===== config.mk =====
export PLATFORM = sky130hd
export DESIGN_NAME = pic_priority_engine
export DESIGN_NICKNAME = d
export VERILOG_FILES = /design/src/rtl/pic_pkg.sv /design/src/rtl/pic_rot_prio_sel.sv /design/src/rtl/pic_priority_engine.sv
export SDC_FILE = /design/constraint.sdc
export NUM_CORES = 1
export LEC_CHECK = 0
export ABC_AREA = 1
export ABC_CLOCK_PERIOD_IN_PS = 6900
export CAP_MARGIN = 25
export CORE_ASPECT_RATIO = 0.5
export CORE_MARGIN = 2
export CORE_UTILIZATION = 40
export CTS_BUF_LIST = sky130_fd_sc_hd__clkbuf_8
export CTS_CLUSTER_SIZE = 28
export DETAILED_ROUTE_END_ITERATION = 12
export PLACE_DENSITY = 0.64
export REMOVE_ABC_BUFFERS = 1
export SETUP_SLACK_MARGIN = 0.4
export SLEW_MARGIN = 20
export SYNTH_ARGS = -nofsm -noshare
export SYNTH_HDL_FRONTEND = slang
export SYNTH_SLANG_ARGS = --single-unit

===== constraint.sdc =====
create_clock -name clk -period 6.9 [get_ports clk]
set_clock_uncertainty 0.15 [all_clocks]
set_input_delay 1.38 -clock clk [delete_from_list [all_inputs] [get_ports clk]]
set_output_delay 1.38 -clock clk [all_outputs]
set_load 0.05 [all_outputs]

===== src/rtl/pic_pkg.sv =====
// ---------------------------------------------------------------------------
// pic_pkg
// Shared definitions for the PIC priority engine:
//   - OCW2 command opcodes, encoded as {R, SL, EOI}
//   - handshake FSM state type (IDLE waits for the first INTA edge,
//     WAIT2 waits for the second one that delivers the vector)
// ---------------------------------------------------------------------------
package pic_pkg;

  localparam logic [2:0] OP_ROT_AEOI_CLR = 3'b000;
  localparam logic [2:0] OP_NSEOI        = 3'b001;
  localparam logic [2:0] OP_NOP          = 3'b010;
  localparam logic [2:0] OP_SEOI         = 3'b011;
  localparam logic [2:0] OP_ROT_AEOI_SET = 3'b100;
  localparam logic [2:0] OP_ROT_NSEOI    = 3'b101;
  localparam logic [2:0] OP_SET_PRIO     = 3'b110;
  localparam logic [2:0] OP_ROT_SEOI     = 3'b111;

  typedef enum logic {
    IDLE  = 1'b0,
    WAIT2 = 1'b1
  } pic_state_e;

endpackage


===== src/rtl/pic_rot_prio_sel.sv =====
// ---------------------------------------------------------------------------
// pic_rot_prio_sel
// Combinational rotating-priority selector. The bit just above lowest_prio
// (modulo N_IRQ) is the highest priority, and priority descends with
// wrap-around until lowest_prio itself, which is the lowest.
// Ports:
//   vec          in  N_IRQ  candidate bits
//   lowest_prio  in  IDX_W  index currently holding lowest priority
//   found        out 1      at least one bit of vec is set
//   idx          out IDX_W  index of the highest-priority set bit (0 if none)
// ---------------------------------------------------------------------------
module pic_rot_prio_sel #(
  parameter int N_IRQ = 8,
  parameter int IDX_W = $clog2(N_IRQ)
) (
  input  logic [N_IRQ-1:0] vec,
  input  logic [IDX_W-1:0] lowest_prio,
  output logic             found,
  output logic [IDX_W-1:0] idx
);

  // Walk the bits in priority order starting just above lowest_prio; the
  // first set bit wins. Because N_IRQ is a power of two, the IDX_W-wide
  // addition wraps modulo N_IRQ on its own, and k = N_IRQ lands back on
  // lowest_prio, which is visited last.
  always_comb begin
    logic [IDX_W-1:0] cand;
    cand  = '0;
    found = 1'b0;
    idx   = '0;
    for (int k = 1; k <= N_IRQ; k++) begin
      cand = lowest_prio + IDX_W'(k);
      if (!found && vec[cand]) begin
        found = 1'b1;
        idx   = cand;
      end
    end
  end

endmodule


===== src/rtl/pic_priority_engine.sv =====
// ---------------------------------------------------------------------------
// pic_priority_engine
// Clocked 8259A-style interrupt priority resolver. Holds IRR/ISR/IMR, does
// edge or level capture, fixed or rotating priority, fully-nested masking
// against in-service levels, the two-pulse INTA handshake, OCW2 EOI/rotate
// commands and AEOI with optional rotation.
// Ports:
//   clk, rst_n        clock and synchronous active-low reset
//   ir                raw request lines (already synchronous)
//   level_mode        1 = level triggered, 0 = rising-edge triggered
//   aeoi              automatic EOI on the second INTA edge
//   imr_wr/imr_wdata  one-cycle strobe loading the mask register
//   cmd_valid/cmd_op/cmd_level  one-cycle OCW2 command {R,SL,EOI} and level
//   inta_n            CPU acknowledge, active low
//   int_o             registered interrupt request to the CPU
//   vec_valid/vec_idx acknowledged index, pulsed on the second INTA edge
//   irr/isr/imr       request, in-service and mask registers
//   lowest_prio       index currently holding lowest priority
// ---------------------------------------------------------------------------
module pic_priority_engine
  import pic_pkg::*;
#(
  parameter int N_IRQ = 8,
  parameter int IDX_W = $clog2(N_IRQ)
) (
  input  logic             clk,
  input  logic             rst_n,
  input  logic [N_IRQ-1:0] ir,
  input  logic             level_mode,
  input  logic             aeoi,
  input  logic             imr_wr,
  input  logic [N_IRQ-1:0] imr_wdata,
  input  logic             cmd_valid,
  input  logic [2:0]       cmd_op,
  input  logic [IDX_W-1:0] cmd_level,
  input  logic             inta_n,
  output logic             int_o,
  output logic             vec_valid,
  output logic [IDX_W-1:0] vec_idx,
  output logic [N_IRQ-1:0] irr,
  output logic [N_IRQ-1:0] isr,
  output logic [N_IRQ-1:0] imr,
  output logic [IDX_W-1:0] lowest_prio
);

  localparam logic [IDX_W-1:0] LAST_IDX = IDX_W'(N_IRQ - 1);
  localparam logic [IDX_W-1:0] ONE_IDX  = IDX_W'(1);

  pic_state_e       state;
  logic [N_IRQ-1:0] ir_q;
  logic             inta_q;
  logic             rot_aeoi;
  logic [IDX_W-1:0] ack_idx;
  logic             ack_spurious;

  logic [N_IRQ-1:0] pending;
  logic             pend_found;
  logic [IDX_W-1:0] best_req;
  logic             isr_found;
  logic [IDX_W-1:0] best_isr;
  logic [IDX_W-1:0] req_rank;
  logic [IDX_W-1:0] isr_rank;
  logic             inta_fall;
  logic             ack1;
  logic             ack2;
  logic             int_nxt;

  logic [N_IRQ-1:0] irr_nxt;
  logic [N_IRQ-1:0] isr_nxt;
  logic [IDX_W-1:0] lowest_nxt;
  logic             rot_aeoi_nxt;

  assign pending = irr & ~imr;

  pic_rot_prio_sel #(
    .N_IRQ (N_IRQ),
    .IDX_W (IDX_W)
  ) u_req_sel (
    .vec         (pending),
    .lowest_prio (lowest_prio),
    .found       (pend_found),
    .idx         (best_req)
  );

  pic_rot_prio_sel #(
    .N_IRQ (N_IRQ),
    .IDX_W (IDX_W)
  ) u_isr_sel (
    .vec         (isr),
    .lowest_prio (lowest_prio),
    .found       (isr_found),
    .idx         (best_isr)
  );

  // Rank 0 is the highest priority. Rebasing each index against the bit
  // just above lowest_prio turns "strictly higher priority" into a plain
  // unsigned less-than, with the modulo wrap handled by the IDX_W width.
  assign req_rank  = best_req - lowest_prio - ONE_IDX;
  assign isr_rank  = best_isr - lowest_prio - ONE_IDX;
  assign int_nxt   = pend_found && (!isr_found || (req_rank < isr_rank));

  assign inta_fall = inta_q && !inta_n;
  assign ack1      = inta_fall && (state == IDLE);
  assign ack2      = inta_fall && (state == WAIT2);

  // Next-value logic for IRR, ISR, lowest_prio and the rotate-on-AEOI flag.
  // The ordering of the statements encodes the collision rules: command
  // writes come after the AEOI rotate so the command wins lowest_prio, and
  // the ACK1 set of ISR comes last so it beats any command clear of the
  // same bit. Commands look at best_isr computed from the current ISR.
  always_comb begin
    irr_nxt      = level_mode ? ir : (irr | (ir & ~ir_q));
    isr_nxt      = isr;
    lowest_nxt   = lowest_prio;
    rot_aeoi_nxt = rot_aeoi;

    if (ack1 && pend_found) begin
      irr_nxt[best_req] = 1'b0;
    end

    if (ack2 && aeoi && !ack_spurious) begin
      isr_nxt[ack_idx] = 1'b0;
      if (rot_aeoi) begin
        lowest_nxt = ack_idx;
      end
    end

    if (cmd_valid) begin
      case (cmd_op)
        OP_NSEOI: begin
          if (isr_found) begin
            isr_nxt[best_isr] = 1'b0;
          end
        end
        OP_SEOI: begin
          isr_nxt[cmd_level] = 1'b0;
        end
        OP_ROT_NSEOI: begin
          if (isr_found) begin
            isr_nxt[best_isr] = 1'b0;
            lowest_nxt        = best_isr;
          end
        end
        OP_ROT_SEOI: begin
          isr_nxt[cmd_level] = 1'b0;
          lowest_nxt         = cmd_level;
        end
        OP_SET_PRIO:     lowest_nxt   = cmd_level;
        OP_ROT_AEOI_SET: rot_aeoi_nxt = 1'b1;
        OP_ROT_AEOI_CLR: rot_aeoi_nxt = 1'b0;
        OP_NOP:          ;
        default:         ;
      endcase
    end

    if (ack1 && pend_found) begin
      isr_nxt[best_req] = 1'b1;
    end
  end

  // All state lives here: the register file, the input history used for
  // edge detection, the registered int_o, and the INTA handshake FSM.
  // ACK1 latches the winning index (or the spurious index N_IRQ-1 when
  // nothing is pending); ACK2 presents it as a one-cycle vector pulse.
  // Reset in WAIT2 simply drops the handshake without issuing a vector.
  always_ff @(posedge clk) begin
    if (!rst_n) begin
      irr          <= '0;
      isr          <= '0;
      imr          <= '0;
      lowest_prio  <= LAST_IDX;
      rot_aeoi     <= 1'b0;
      state        <= IDLE;
      int_o        <= 1'b0;
      vec_valid    <= 1'b0;
      vec_idx      <= '0;
      ir_q         <= '0;
      inta_q       <= 1'b1;
      ack_idx      <= '0;
      ack_spurious <= 1'b0;
    end else begin
      irr         <= irr_nxt;
      isr         <= isr_nxt;
      lowest_prio <= lowest_nxt;
      rot_aeoi    <= rot_aeoi_nxt;
      ir_q        <= ir;
      inta_q      <= inta_n;
      int_o       <= int_nxt;
      vec_valid   <= 1'b0;
      if (imr_wr) begin
        imr <= imr_wdata;
      end
      case (state)
        IDLE: begin
          if (inta_fall) begin
            ack_idx      <= pend_found ? best_req : LAST_IDX;
            ack_spurious <= !pend_found;
            state        <= WAIT2;
          end
        end
        WAIT2: begin
          if (inta_fall) begin
            vec_valid <= 1'b1;
            vec_idx   <= ack_idx;
            state     <= IDLE;
          end
        end
        default: state <= IDLE;
      endcase
    end
  end

endmodule


==> flow_summary.toml <==
[timing]
whs_ps = 306
fmax_mhz = 191
grt_setup_unrepaired = "false"
finalSetupTns_ps = 0
relSlewSlack_pct = 46.3
setup_viol = 0
fin_crit_ps = 5240
drv_slew = 0
hold_viol = 0
period_share_pct = 76.0
worst_slew_pin_slew_ps = 805

[placement]
globalplace.congestion = 1.00
dp_hpwl_mm = 9.33
numPortBuffers = 60

[route]
drtPass1Iterations = 5
num_vias = 4095
wl_per_cell_um = 15.2
drt_iter0_drc = 448
drc = 0
drtAntennaViolNets = 0
avgViaCountPerCell = 5.26
wirelength_mm = 11.9

[global_routing]
antenna_found_initial = 0
grt.total_usage_pct = 23.8
grt_max_degree = 33
grt_pass1_vias = 3652
gr-total-overflow = 0
grt_pass1_wl_mm = 19.3

[synth]
ys_seq_area_share_pct = 25.1
netlist_area_sq_um = 3750
ys_warn_count = 0
synth_ff_type = "dfxtp_1"
synth_edf_count = 0
syn_area_per_cell_sq_um = 6.17
ys_ff_latch = 47
yosysUniqueCellTypes = 41
async_flop_share_pct = 0
postSynthCellCount = 608

[pwr]
worst_ir_drop_vdd_uv = 110
power_density_nw_per_um2 = 265
total_power_w = 0.00119
p_leak_nw = 2.00

[critical_path]
critPathArrivalTime_ps = 5310
crit_path_start_kind = "flop"
path_max_fanout = 22
critPathKind = "flop to flop"
cp-end-kind = "flop"
worstPathRequired_ps = 6970

[cells_and_area]
final_cell_mix = "179 x nand2_1, 86 x nand3_1, 62 x nor2_1"
nFillCells = 960
finalNetCount = 700
drive_gt1_share_pct = 8.91
final_common_cell = "nand2_1"
area_growth_pct = 19.9
insertedDiodeCount = 0
finalCoreUtilization_pct = 50.4

[hold_path]
hold_class = "flop to flop"

[run_status]
status = "completed"

[clock_network]
htree_levels = 2
ctsResizeCount = 0
post-cts-setup-buffer-count = 0
root_buffer = "clkbuf_8"
hold_buffers = 0
cts.path.max_buffers = 2
clkTransAtPathRegs_ps = 100
cts_tree = "done"
cts_buffers = 5
clock_sinks = 47
clk-insertion-delay-late_ps = 310

[floorplan]
io_pins = 61
fp.dieArea_sq_um = 10200
num_rows = 24
coreArea_sq_um = 8920
die_height_um = 72.5
initial_core_util_pct = 42.0
chipWidth_um = 141

[job]
cap_viol_max_count = 0
-- registers in the layout (all words and copies together) (netlist names), 3 cells and up --
| name | cells |
|---|---|
| vec_idx | 3 |
| imr | 8 |
| lowest_prio | 3 |
| isr | 8 |
| ir_q | 8 |
| irr | 8 |
| ack_idx | 3 |
-- critical path, cell delays in order (launching register included) --
cell and delay, ps:
dfxtp_1 850, inv_2 350, ha_1 550, inv_1 400, nand3_1 180, nand3_1 160
nand2_2 110, nor2_4 170, nand3_1 130, nand2_1 90, inv_1 40, nor2_1 110
nand3_1 100, nand2_1 200, inv_2 80, ha_1 200, fa_1 400, xor2_1 170
ha_1 290, a21oi_1 140, nand2_1 70, a211oi_1 210
-- synthesized netlist by cell type (2+ instances only) --
master	count	area, sq um
o21ai_0	26	130
buf_6	5	56.3
a21oi_2	9	78.8
o21ai_2	4	35.0
dfxtp_1	47	941
nand3_1	86	430
nand3b_1	3	22.5
fa_1	2	40.0
buf_2	2	10.0
nand3_2	2	20.0
clkbuf_1	6	22.5
nand2_2	9	56.3
nand3_4	2	35.0
buf_1	2	7.51
nor2_2	2	12.5
nor3_1	2	10.0
nor2_1	62	233
nand4_4	2	42.5
o211ai_1	3	22.5
nand4_1	12	75.1
xnor2_1	3	26.3
nor2_4	8	90.1
o21ai_1	3	15.0
a21oi_1	28	140
o22ai_1	3	18.8
ha_1	8	100
a31oi_1	9	56.3
nand2_1	179	672
inv_1	59	221
inv_2	9	33.8
-- cell families after synthesis --
kind of cell	count (synthesis)	share of synthesized area, %
AO/OA/AOI/OAI	91	14.6
buffers and inverters	85	9.68
adder cells (fa/ha/maj)	10	3.74
XOR/XNOR	5	1.37
flip-flops	47	25.1
AND/OR/NAND/NOR	370	45.5
-- metrics by stage --
stage	instances	area [sq um]	setup slack, ps
CTS	779	4500	1750
global placement	771	4410	1910
global route	779	4500	1200
detailed placement	771	4410	1770
floorplan	592	3650	2060
finish	779	4500	1660
-- per-layer routing --
metal  GRT usage, %  up-vias  routed length, um  share of wire (%)
li1               -     2105                  -                  -
met1           39.1     1843               6340                 53
met2           32.7      139               4600                 39
met3           3.10        8                862                7.3
met4           3.67        0                 72               0.61
met5              0        -                  0                  0
-- area by class of cell --
type / count / area (sq um) / share of cell area [%]
Multi-Input combinational cell: 476 / 2450 / 54.4
Sequential cell: 47 / 941 / 20.9
Timing Repair Buffer: 62 / 616 / 13.7
Inverter: 69 / 259 / 5.76
Tap cell: 117 / 146 / 3.26
Clock buffer: 5 / 68.8 / 1.53
Clock inverter: 3 / 20.0 / 0.445
-- power by group --
part	switching [W]	total, W	leakage [nW]	internal (W)
logic	0.000463	0.000686	1.57	0.000223
registers	0.0000365	0.000335	0.388	0.000299
clock network	0.0000989	0.000170	0.0460	0.0000715
-- worst paths after layout --
check / to / slack [ps] / depth (start not counted) / startpoint
worst min register to register: vec_valid / 310 / 2 / inta_q
worst min-delay path: vec_valid / 310 / 2 / inta_q
worst max-delay path: int_o / 1660 / 21 / lowest_prio[0]
worst max register to register: int_o / 1660 / 21 / lowest_prio[0]
(Power assumes the default switching activity.)
